### config.mk
export PLATFORM = sky130hd
export DESIGN_NAME = gray_code_counter
export DESIGN_NICKNAME = d
export VERILOG_FILES = /design/src/rtl/gray_code_counter.sv
export SDC_FILE = /design/constraint.sdc
export NUM_CORES = 1
export LEC_CHECK = 0
export BUFFER_PORTS_ARGS = -buffer_cell sky130_fd_sc_hd__buf_2
export CORE_UTILIZATION = 35
export DETAILED_ROUTE_END_ITERATION = 10
export PLACE_DENSITY = 0.66
export REMOVE_ABC_BUFFERS = 1
export SYNTH_ARGS = -nofsm -noshare
export SYNTH_HDL_FRONTEND = slang
export SYNTH_SLANG_ARGS = --single-unit
### constraint.sdc
create_clock -name clk -period 4.35 [get_ports clk]
set_input_delay 0.2175 -clock clk [delete_from_list [all_inputs] [get_ports clk]]
set_output_delay 0.2175 -clock clk [all_outputs]
set_load 0.02 [all_outputs]
### src/rtl/gray_code_counter.sv
// gray_code_counter: registered N-bit up/down counter with binary and Gray outputs.
// Optional macro GRAY_CHECK_EN adds a sticky gray_err output.
module gray_code_counter #(
    parameter int N    = 4,
    parameter bit WRAP = 1'b1
) (
    input  logic         clk,
    input  logic         rst,
    input  logic         en,
    input  logic         up_dn,
    input  logic         load,
    input  logic [N-1:0] load_val,
    output logic [N-1:0] bin_out,
    output logic [N-1:0] gray_out,
    output logic         tc,
    output logic         sat
`ifdef GRAY_CHECK_EN
    ,
    output logic         gray_err
`endif
);
    localparam logic [N-1:0] ONES = {N{1'b1}};
    logic [N-1:0] bin_q, bin_d, gray_q, gray_d, step_val;
    logic         tc_q, tc_d, sat_q, sat_d, at_lim, reach, moved;
    // next state: load beats count; a step off either end wraps or holds depending on WRAP
    always_comb begin
        at_lim   = up_dn ? (bin_q == ONES) : (bin_q == '0);
        step_val = up_dn ? bin_q + 1'b1 : bin_q - 1'b1;
        reach    = up_dn ? (step_val == ONES) : (step_val == '0);
        moved    = !load && en && (WRAP || !at_lim);
        bin_d    = load ? load_val : (moved ? step_val : bin_q);
        gray_d   = bin_d ^ (bin_d >> 1);
        tc_d     = moved && (WRAP ? at_lim : reach);
        sat_d    = WRAP ? 1'b0 :
                   load ? (load_val == '0 || load_val == ONES) :
                   en   ? (at_lim || reach) : sat_q;
    end
    // Gray has its own register so the port is never decoded combinationally
    always_ff @(posedge clk) begin
        if (rst) begin
            bin_q  <= '0;
            gray_q <= '0;
            tc_q   <= 1'b0;
            sat_q  <= 1'b0;
        end else begin
            bin_q  <= bin_d;
            gray_q <= gray_d;
            tc_q   <= tc_d;
            sat_q  <= sat_d;
        end
    end
    assign bin_out  = bin_q;
    assign gray_out = gray_q;
    assign tc       = tc_q;
    assign sat      = sat_q;
`ifdef GRAY_CHECK_EN
    logic [N-1:0] gray_prev_q, gray_prev_d;
    logic         step_q, step_d, err_q, err_d;
    // sticky: a count step must flip exactly one Gray bit, and Gray must always match binary
    always_comb begin
        gray_prev_d = gray_q;
        step_d      = moved;
        err_d       = err_q || (gray_q != (bin_q ^ (bin_q >> 1))) ||
                      (step_q && !$onehot(gray_q ^ gray_prev_q));
    end
    // previous Gray value and step marker line up with the cycle being checked
    always_ff @(posedge clk) begin
        if (rst) begin
            gray_prev_q <= '0;
            step_q      <= 1'b0;
            err_q       <= 1'b0;
        end else begin
            gray_prev_q <= gray_prev_d;
            step_q      <= step_d;
            err_q       <= err_d;
        end
    end
    assign gray_err = err_q;
`endif
endmodule

; After elaboration in Yosys (flattened, before gate mapping)
; Cells that the tools add are included.
[word_totals]
regBits = 9
in_bits = 9
out_inout_bits = 10
[op_classes]
addsub = 2
n_eq_ne = 1
n_mux = 4
bitwise_logic = 1
reduce_logical = 4
[ops]
columns = cell, count
row1 = $mux W4, 3
row2 = $add A4 B1 Y4 const B, 1
row3 = $eq A4 B4 Y1 const B, 1
row4 = $logic_not A4 Y1, 1
row5 = $sub A4 B1 Y4 const B, 1
row6 = $xor A4 B3 Y4, 1
row7 = $logic_and A1 B1 Y1, 2
row8 = $logic_not A1 Y1, 1
row9 = $mux W1, 1

; Logic depth before layout (Yosys ltp)
[depth]
depth_word = 5
depth_mapped = 6
depth_no_buf = 6

; Worst setup path after synthesis
; Ideal clock, no wire load.
[synth_path]
path_kind = register to register
start = register bin_q[0], in the netlist bin_out[0]
end = register gray_q[1], in the netlist gray_out[1]
t_arrival_ps = 1739
setup_slack_ps = 2541
path_stages_with_launch = 6
n_path_buf = 0
synth_period_minus_slack_ps = 1809
path_cell_list = dfxtp_1 -> fa_1 -> mux2_2 -> mux2i_1 -> o21ai_0 -> a21oi_1
[synth_via]
elab_chain_len = 5
word_cells_on_any_way = 6
[synth_lines]
columns = element, line
row1 = start: declaration, 23  ; logic [N-1:0] bin_q, bin_d, gray_q, gray_d, step_val;
row2 = start signal: assignment, 46  ; bin_q <= bin_d;
row3 = $sub A4 B1 Y4 or $add A4 B1 Y4 (tied branches), 28  ; step_val = up_dn ? bin_q + 1'b1 : bin_q - 1'b1;
row4 = $mux W4 *, 28
row5 = $mux W4 * (2 in series), 31  ; bin_d = load ? load_val : (moved ? step_val : bin_q);
row6 = $xor A4 B3 Y4 *, 32  ; gray_d = bin_d ^ (bin_d >> 1);
row7 = end signal: assignment, 47  ; gray_q <= gray_d;
row8 = end: declaration, 23
; Every way passes the cells marked *; elsewhere a longest branch is shown, timed or not.
; A chain may end at the register's enable or synchronous reset.

; Final worst setup path
; Ends and elaborated chain as after synthesis.

==> qor.yml <==
cells_and_area:
  area_growth_pct: 19.7
  final_util_pct: 45.7
  diodes: 0
  final_net_count: 85
  fillerInstances: 127
  drive_gt1_share_pct: 31.0
die:
  die-area_um2: 1590
  die_y_um: 39.9
  io_pins: 19
  die_x_um: 39.9
  rows: 13
  coreArea_um2: 1320
  initial_utilization_pct: 38.2
drt:
  drtIter0Drc: 3
  avgRoutedWirePerCell_um: 11.8
  wl_um: 1010
  dr.pass1.iters: 4
  vias: 455
  ant_nets: 0
  drc: 0
  viasPerCell: 5.29
pwr:
  total_power_uw: 203
  power.density_nw_per_um2: 337
  leakagePower_nw: 0.309
  ir_worst_vdd_mv: 0.172
clock_network:
  cts-root-buf: "clkbuf_4"
  cts_made_buffers: 3
  clock_sink_count: 8
  cts-resized-gates: 0
  cts_hold_buf: 0
  post_cts_buffers: 0
  clockBufferDepth: 2
  tritoncts: "yes"
  h-tree-depth: 1
  path_clk_slew_ns: 0.05
  clock_latency_ns: 0.25
grt:
  grt.overflow.total: 0
  grt_usage_pct: 15.2
  grt_pass1_vias: 359
  grt_pass1_wl_um: 1560
  grt_max_degree: 12
  antenna_found_initial: 0
synthesis:
  synth-main-ff-cell: "dfxtp_1"
  yosys.area.top_type: "dfxtp_1"
  synth_edf_count: 0
  synth-seq-area-share_pct: 31.8
  syn_area_um2: 503
  syn_avg_cell_area_um2: 9.15
  ys_seq_elements: 8
  yosys_warnings: 0
  synthArstFlopShare_pct: 0
  netlist_instances: 55
  synthTopCellsByCount: "dfxtp_1 (8), nor2_1 (6), buf_4 (3), inv_1 (3), mux2i_1 (3)"
  synth_most_common_cell: "dfxtp_1"
  yosysTopAreaCellShare_pct: 31.8
  synthTopCellsByArea: "dfxtp_1 (32%), mux2i_1 (6.0%), ha_1 (5.0%), buf_4 (4.5%), nor2_1 (4.5%)"
  synth.distinct_cells: 32
timing:
  rsz0062_at_grt: "no"
  worst_hold_slack_ns: 0.225
  clock.fmax_mhz: 540
  setup_violations: 0
  setup_tns_ns: 0
  final-max-slew-violation-count: 0
  final_hold_viol_count: 0
  finalCritPeriodShare_pct: 42.5
  fin_crit_ns: 1.85
  fin_skew_ns: 0.00423
hold_path:
  hold_class: "in2reg"
  min_from: "rst"
setup_path:
  cp-startpoint: "bin_out[0]$_SDFF_PP0_"
  worstSetupStartpointType: "flop"
  crit_arrival_ns: 2.04
  critPathMaxFanout: 7
  critPathRequiredTime_ns: 4.54
  r2r-start: "bin_out[0]$_SDFF_PP0_"
  cp-end-kind: "flop"
  crit_type: "reg2reg"
run:
  cap_violations: 0
placement:
  gp_congestion: 0.696
  io_buffers: 17
  hpwlAfterDp_um: 747
outcome:
  status: "finished, final reports clean"
[placed cells by master (no fill, tap or decap), types with 2 or more instances in the layout]
master	count
mux2i_1	3
inv_1	3
ha_1	2
dfxtp_1	8
xnor2_1	2
nor2_1	6
a21oi_1	2
or3_1	2
a31oi_1	2
buf_2	17
clkbuf_4	3
[critical path, stage by stage, from the launching register on]
cell and delay [ns]:
dfxtp_1 0.47, fa_1 0.47, mux2_2 0.27, mux2i_1 0.29, o21ai_0 0.14, a21oi_1 0.15
[sequential cells by signal (all words and copies together) (netlist names)]
register and count:
gray_out 4, bin_out 3, tc 1
[logic make-up (layout without fill, tap and decap cells)]
family,count (synthesis),after routing,synth area share [%]
multiplexers,4,4,8.21
flip-flops,8,8,31.8
AO/OA/AOI/OAI,11,11,15.2
adder cells (fa/ha/maj),3,3,8.95
AND/OR/NAND/NOR,18,18,22.1
buffers and inverters,7,23,7.71
XOR/XNOR,3,3,5.22
other,1,1,0.746
[per-stage QoR]
stage               setup slack, ns  cell area (µm²)  instances
floorplan                      2.54              475         51
global placement               2.52              579         83
detailed placement             2.51              579         83
CTS                            2.47              602         86
global route                   2.33              602         86
finish                         2.50              602         86
[final timing paths]
kind | to | slack [ns] | cells past startpoint
max | gray_out[1]$_SDFF_PP0_ | 2.50 | 5
min | gray_out[1]$_SDFF_PP0_ | 0.22 | 2
min reg2reg | tc$_SDFF_PP0_ | 0.66 | 2
max reg2reg | gray_out[1]$_SDFF_PP0_ | 2.50 | 5
[per-layer routing]
layer | vias up | global-route usage (%) | share of wire (%)
met5 | - | 0 | 0
met4 | 0 | 5.17 | 0.59
met3 | 2 | 8.52 | 6.7
met2 | 16 | 21.4 | 43
met1 | 205 | 19.1 | 49
li1 | 232 | - | -
[area by class of cell]
class,instances,area (µm²),share of cell area (%)
Sequential cell,8,160,26.6
Tap cell,15,18.8,3.12
Clock buffer,3,22.5,3.74
Multi-Input combinational cell,40,304,50.5
Inverter,3,11.3,1.87
Timing Repair Buffer,17,85.1,14.1
[where the power goes]
group	total, mW	switching (mW)	internal [mW]
Clock	0.0549	0.0234	0.0314
Combinational	0.0607	0.0343	0.0264
Sequential	0.0875	0.00665	0.0808
Total	0.203	0.0644	0.139
(Power assumes the default switching activity.)
